### config.mk
export PLATFORM = sky130hd
export DESIGN_NAME = bitscan_seq
export DESIGN_NICKNAME = d
export VERILOG_FILES = /design/src/rtl/bitscan_seq_pkg.sv /design/src/rtl/bitscan_pick.sv /design/src/rtl/bitscan_seq.sv
export SDC_FILE = /design/constraint.sdc
export NUM_CORES = 1
export LEC_CHECK = 0
export CAP_MARGIN = 20
export CORE_UTILIZATION = 45
export CTS_BUF_LIST = sky130_fd_sc_hd__clkbuf_8
export DETAILED_ROUTE_END_ITERATION = 8
export GPL_ROUTABILITY_DRIVEN = 0
export PLACE_DENSITY = 0.71
export SETUP_SLACK_MARGIN = 0.2
export SYNTH_ARGS = -nofsm -noshare
export SYNTH_HDL_FRONTEND = slang
export SYNTH_SLANG_ARGS = --single-unit
### constraint.sdc
create_clock -name clock -period 4.7 [get_ports clock]
set_input_delay 0.47 -clock clock [delete_from_list [all_inputs] [get_ports clock]]
set_output_delay 0.47 -clock clock [all_outputs]
set_load 0.02 [all_outputs]
### src/rtl/bitscan_seq_pkg.sv
// Shared constants for the bit-scan scheduler: FSM state encodings and scan direction codes.
package bitscan_seq_pkg;

    localparam int ORDER_DEFAULT = 3;

    localparam logic [0:0] ST_IDLE = 1'b0;
    localparam logic [0:0] ST_SCAN = 1'b1;

    localparam logic DIR_LSB = 1'b0;
    localparam logic DIR_MSB = 1'b1;

endpackage

### src/rtl/bitscan_pick.sv
// Combinational pick of the next set bit from a mask, in LSB-first or MSB-first order.
// One trailing-one finder serves both directions: MSB-first scans the bit-reversed mask.
module bitscan_pick
    import bitscan_seq_pkg::*;
#(
    parameter int ORDER = ORDER_DEFAULT,
    parameter int W     = 2 ** ORDER
) (
    input  logic [W-1:0]     mask,
    input  logic             dir,
    output logic [ORDER-1:0] index,
    output logic [W-1:0]     onehot,
    output logic             last
);

    logic [W-1:0]     scan_vec;
    logic [ORDER-1:0] pos;

    always_comb begin
        scan_vec = '0;
        for (int p = 0; p < W; p++) begin
            scan_vec[p] = (dir == DIR_MSB) ? mask[W-1-p] : mask[p];
        end
    end

    // Walking down from the top leaves the lowest set position in pos.
    always_comb begin
        pos = '0;
        for (int p = W - 1; p >= 0; p--) begin
            if (scan_vec[p]) begin
                pos = p[ORDER-1:0];
            end
        end
    end

    // W is a power of two, so W-1-pos is simply ~pos.
    always_comb begin
        index = '0;
        if (mask != '0) begin
            index = (dir == DIR_MSB) ? ~pos : pos;
        end
    end

    always_comb begin
        onehot = '0;
        if (mask != '0) begin
            onehot[index] = 1'b1;
        end
    end

    assign last = (mask != '0) && ((mask & (mask - W'(1))) == '0);

endmodule

### src/rtl/bitscan_seq.sv
// Sequential bit-scan scheduler: loads one word, then emits one set-bit index per beat.
// Define BITSCAN_SEQ_BYPASS_EN to accept the next word on the last-beat cycle (no bubble).
//
// state | meaning
// IDLE  | waiting for a word, in_ready high
// SCAN  | presenting beats, one index per out_valid&&out_ready
module bitscan_seq
    import bitscan_seq_pkg::*;
#(
    parameter int ORDER = ORDER_DEFAULT,
    parameter int W     = 2 ** ORDER
) (
    input  logic             clock,
    input  logic             reset,
    input  logic             in_valid,
    output logic             in_ready,
    input  logic [W-1:0]     in_data,
    input  logic             in_dir,
    output logic             out_valid,
    input  logic             out_ready,
    output logic [ORDER-1:0] out_index,
    output logic             out_last,
    output logic             out_zero,
    output logic [ORDER:0]   count,
    output logic             busy
);

    logic [0:0]       state;
    logic [W-1:0]     mask;
    logic             dir;
    logic             zero;

    logic [ORDER-1:0] pick_index;
    logic [W-1:0]     pick_onehot;
    logic             pick_last;
    logic [ORDER:0]   in_popcount;
    logic             load;
    logic             beat;

    bitscan_pick #(
        .ORDER (ORDER),
        .W     (W)
    ) u_pick (
        .mask   (mask),
        .dir    (dir),
        .index  (pick_index),
        .onehot (pick_onehot),
        .last   (pick_last)
    );

    always_comb begin
        in_popcount = '0;
        for (int i = 0; i < W; i++) begin
            in_popcount = in_popcount + {{ORDER{1'b0}}, in_data[i]};
        end
    end

    assign out_valid = (state == ST_SCAN);
    assign busy      = (state == ST_SCAN);
    assign out_index = pick_index;
    assign out_last  = pick_last || zero;
    assign out_zero  = zero;
    assign beat      = out_valid && out_ready;

`ifdef BITSCAN_SEQ_BYPASS_EN
    assign in_ready = (state == ST_IDLE) || (beat && out_last);
`else
    assign in_ready = (state == ST_IDLE);
`endif

    assign load = in_valid && in_ready;

    // A load on the last-beat cycle overrides the beat update, keeping state in SCAN.
    always_ff @(posedge clock or posedge reset) begin
        if (reset) begin
            state <= ST_IDLE;
            mask  <= '0;
            dir   <= DIR_LSB;
            zero  <= 1'b0;
            count <= '0;
        end else if (load) begin
            state <= ST_SCAN;
            mask  <= in_data;
            dir   <= in_dir;
            zero  <= (in_data == '0);
            count <= in_popcount;
        end else if (beat) begin
            mask <= mask & ~pick_onehot;
            if (out_last) begin
                state <= ST_IDLE;
                zero  <= 1'b0;
            end
        end
    end

endmodule

* Word-level counts from Yosys, hierarchy flattened
Cells that the tools add are included.
Cells by class: $add $sub $neg 8, multipliers 0, div/mod/pow operators 0, $lt $le $gt $ge 2, equality and inequality tests 0, shifts and indexed selects 0, multiplexer cells 27, bitwise logic cells 5, reduce and logical (&&, ||, !) cells 11
Operators with widths (number):
- $mux 3 | 10
- $mux 8 | 3
- $add 4x1->4 | 4
- $and 8x8->8 | 2
- $logic_not 8->1 | 2
- $mux 1 | 13
- $not 8->8 | 1
- $reduce_bool 8->1 | 1
- $sub 8x1->8 const B | 1
- $add 3x1->4 | 1
- $logic_and 1x1->1 | 4
- $lt 3x4->1 const B | 1
- $reduce_bool 2->1 | 2
- $add 2x1->3 | 1
- $demux 1 s3 | 1
- $ge 3x1->1 const B | 1
- $not 3->3 | 1
- $add 1x1->2 | 1
- $reduce_and 2->1 | 1
- $logic_or 1x1->1 | 1
- $not 1->1 | 1
Storage, ports and cells: register bits 15, latch bits 0, RAM bits 0, ROM bits 0, input port bits 13, output and inout port bits 12, logic and storage cells 58, memories 0

* Logic depth before layout (Yosys ltp)
depth in word-level cells 21, mapped depth 10, gate-level depth less buffers 10

* By module
From an unflattened synthesis, not the netlist that was laid out.
Unflattened totals: cells, all modules 162, area total of the unflattened synthesis 1365.1 um^2
By module, submodules not included:
- bitscan_seq | instances 1, cells an instance 100, area each 944.7 um^2, sequential area each 375.4 um^2
- bitscan_pick | instances 1, cells an instance 62, area each 420.4 um^2, sequential area each 0.0 um^2

* Worst setup path after synthesis
OpenSTA, ideal clock, no wires.
path type input-to-reg, start point input port in_data[0], end point register count[2], setup time 0.083 ns, arrival 2.782 ns, required time 4.617 ns, slack 1.835 ns, stages 10, buffers on the path 0, cell sequence fa_1 -> inv_1 -> fa_1 -> fa_1 -> inv_1 -> ha_1 -> inv_1 -> fa_1 -> xor2_1 -> o21ai_0
Between the ends: word-level cells in the longest chain between the ends 7
Ends and longest elaborated chain:
- from (decl) | line bitscan_seq.sv:17 | input logic [W-1:0] in_data,
- $add 1x1->2 | line bitscan_seq.sv:54 | in_popcount = in_popcount + {{ORDER{1'b0}}, in_data[i]};
- $add 2x1->3 | line bitscan_seq.sv:54
- $add 3x1->4 | line bitscan_seq.sv:54
- $add 4x1->4 (4 in a row) | line bitscan_seq.sv:54
- to (signal assigned) | line bitscan_seq.sv:86 | count <= in_popcount;
- to (decl) | line bitscan_seq.sv:24 | output logic [ORDER:0] count,
Every way passes these cells. A chain may end at the register's enable or synchronous reset.

* Worst setup path after layout
start point register dir, end point output port out_index[0]
Between the ends: word-level cells in the longest chain between the ends 12, elaborated cells between the ends (all ways) 19, those cells by class mux: 18; bitwise: 1
Ends and longest elaborated chain:
- from (decl) | line bitscan_seq.sv:30 | logic dir;
- from (signal assigned) | line bitscan_seq.sv:84 | dir <= in_dir;
- $mux 1 | line bitscan_pick.sv:22 | scan_vec[p] = (dir == DIR_MSB) ? mask[W-1-p] : mask[p];
- $mux 3 (8 in a row) | line bitscan_pick.sv:30 | if (scan_vec[p]) begin
- $not 3->3 | line bitscan_pick.sv:40 | index = (dir == DIR_MSB) ? ~pos : pos;
- $mux 3 * | line bitscan_pick.sv:40
- $mux 3 * | line bitscan_pick.sv:39 | if (mask != '0) begin
- to (decl) | line bitscan_seq.sv:21 | output logic [ORDER-1:0] out_index,
Every way passes the cells marked *; elsewhere a longest branch is shown, timed or not.

==> impl_metrics.csv <==
group,metric,value,unit
power,p_int,516.3,µW
cells_and_area,synthToLayoutAreaGrowth,24.13,%
placed_design,io_buffers,24,
synth,ys_seq_area_share,32.47,%
timing,fmax,304.7,MHz
clock_tree,cts_num_sinks,15,
grt,grtUsageTotal,21.93,%
power,p_clk_share,10.6,%
clock_tree,cts_tree,"done",
floorplan,io_pins,25,
worst_setup_path,r2r_cells,5,
clock_tree,cts_buffer_depth,2,
grt,grt_max_degree,19,
timing,setup_violations,0,
placed_design,place_ws,1260,ps
synth,synth_compound_area_share,20.78,%
timing,rsz0062_at_grt,"no",
floorplan,dieHeight,52.69,µm
synth,yosysWarnings,0,
grt,antenna_found_initial,0,
cells_and_area,layout-drive-gt1-share,5.031,%
power,p_comb_share,59.2,%
drt,dr.first_iter.drc_count,35,
power,seqPwrFrac,30.1,%
run_status,status,"complete, no violations",
power,ir_drop,0.0004460,V
worst_hold_path,hold_class,"register to register",
clock_tree,cts-root-buf,"clkbuf_8",
synth,synth_area_per_cell,8.258,µm²
grt,grt_pass1_vias,973,
timing,fin_crit_sh,69.82,%
power,p_switching,477.3,µW
drt,drt-total-wl,2656,µm
cells_and_area,nNetsFinal,181,
timing,max_slew_margin,56.93,%
power,switching_share,48.03,%
drt,vias,1072,
synth,syn_inst,140,
clock_tree,path_clk_slew,60,ps
clock_tree,htreeDepth,1,
synth,synth_enable_flop_cells,0,
floorplan,coreArea,2455,µm²
drt,antenna_left,0,
synth,synth.distinct_cells,37,
power,p_per_area,692.4,nW/µm²
cells_and_area,antenna_cells,0,
synth,synth_fa_ha_area_share,11.26,%
worst_setup_path,crit_fanout,18,
timing,fin_ws,1418,ps
grt,overflow,0,
worst_setup_path,path_class,"register to output port",
worst_setup_path,start_kind,"register",
clock_tree,cts_setup_buffers,0,
cells_and_area,final_cell_mix,"clkdlybuf4s50_1, nor2_1, inv_1",
timing,tns,0,ps
synth,syn-num-nets,161,
timing,min_period,3282,ps
synth,muxShareOfSynthArea,2.597,%
synth,syn_area,1156,µm²
synth,synthSimpleGateAreaFrac,21.65,%
floorplan,core.rowCount,18,
worst_setup_path,cp.required,4230,ps
worst_setup_path,end_kind,"output port",
cells_and_area,final_common_cell,"clkdlybuf4s50_1",
timing,tightest_slew,640.2,ps
timing,slew_viol_final,0,
floorplan,die_width,52.69,µm
clock_tree,clk-insertion-delay-late,250,ps
synth,synth_async_sr_flop_share,100.0,%
drt,routed_via_density,5.672,
job,maxCapViolCount,0,
synth,yosys_register_bits,15,
worst_hold_path,min_path_cells,2,
clock_tree,cts_buffers,3,
worst_setup_path,cp.arrival,2810,ps
synth,synth_top_family_by_area,"simple AND/OR/NAND/NOR gates",
cells_and_area,fin_util,58.46,%
drt,dr.pass1.iters,5,
clock_tree,holdBufCountCts,0,
power,p_leak,0.6540,nW
floorplan,fp.dieArea,2776,µm²
timing,report.final.hold_viol_count,0,
placed_design,dp_hpwl,2020,µm
synth,synth_flop_cell,"dfrtp_1",
drt,drc,0,
drt,avgRoutedWirePerCell,14.05,µm
clock_tree,post_cts_resized,0,
synth,synth_xor_area_share,1.515,%
floorplan,start_util,47.09,%
timing,fin_skew,1.622,ps
grt,grt_pass1_wl,4422,µm
[cells in the mapped netlist (all sizes together), types with 2 or more instances]
master / instances / area [µm²]
buf: 6 / 37.53
clkbuf: 4 / 15.01
inv: 16 / 60.06
o21ai: 8 / 40.03
nor2: 18 / 67.56
a221oi: 7 / 80.07
nor4: 3 / 18.77
nand2: 15 / 56.30
mux2i: 3 / 30.03
ha: 4 / 50.05
nand2b: 2 / 12.51
fa: 4 / 80.08
dfrtp: 15 / 375.4
nor2b: 3 / 18.77
nor3: 4 / 20.02
nand3: 2 / 10.01
a21oi: 10 / 50.05
xor2: 2 / 17.52
[flip-flops by register name (all words and copies together), names as in the netlist]
register	flops
busy	1
out_zero	1
mask	8
dir	1
count	4
[worst max-delay path: stages, from the launching register on]
cell and delay, ps:
dfrtp_1 660, or3b_1 390, a222oi_1 340, nor4b_1 150
a221oi_2 390, a21oi_1 80, clkdlybuf4s50_1 560
[per-stage QoR]
stage	cells	cell area (µm²)	hold WS, ps	total power, mW
2_1_floorplan	140	1156	371.5	0.6978
3_3_place_gp	184	1381	463.2	0.8682
3_5_place_dp	184	1381	471.2	0.8793
4_1_cts	188	1428	487.5	0.9873
5_1_grt	189	1435	517.6	1.073
6_report	189	1435	483.1	0.9936
[power by group through the flow]
stage | combinational, mW | sequential [mW] | clock (mW)
after detailed placement | 0.582 | 0.297 | 0
after global routing | 0.651 | 0.310 | 0.112
final | 0.589 | 0.299 | 0.106
after floorplan | 0.452 | 0.246 | 0
after global placement | 0.573 | 0.295 | 0
after CTS | 0.585 | 0.295 | 0.107
[cell type report]
class                           count  area [µm²]
Multi-Input combinational cell     99       668.1
Sequential cell                    15       375.4
Clock inverter                      1       5.005
Clock buffer                        3       41.29
Fill cell                         223        1020
Tap cell                           30       37.54
Timing Repair Buffer               25       247.7
Inverter                           16       60.06
[per-layer routing]
metal | vias to the layer above | GRT usage, % | wire length, µm
met5 | - | 0 | 0
met4 | 0 | 8.333 | 43
met3 | 4 | 1.739 | 161
li1 | 523 | - | -
met2 | 48 | 34.81 | 1217
met1 | 497 | 30.70 | 1234
[worst paths after layout]
check / from / to / slack [ps]
max: dir / out_index[0] / 1420
min: count[0] / count[0] / 480
max reg2reg: dir / mask[7] / 2410
min reg2reg: count[0] / count[0] / 480
max in group asynchronous: reset / mask[1] / 3740
min in group asynchronous: reset / count[2] / 580
[logic make-up (layout without fill, tap and decap cells)]
family	after synthesis	after routing
muxes	3	3
AOI/OAI and AO/OA	33	33
DFF	15	15
and+or+nand+nor	53	53
adders and majority gates	8	8
buffers and inverters	26	45
xor gates and xnor gates	2	2
Note: power is estimated with default switching activity, not from simulation.
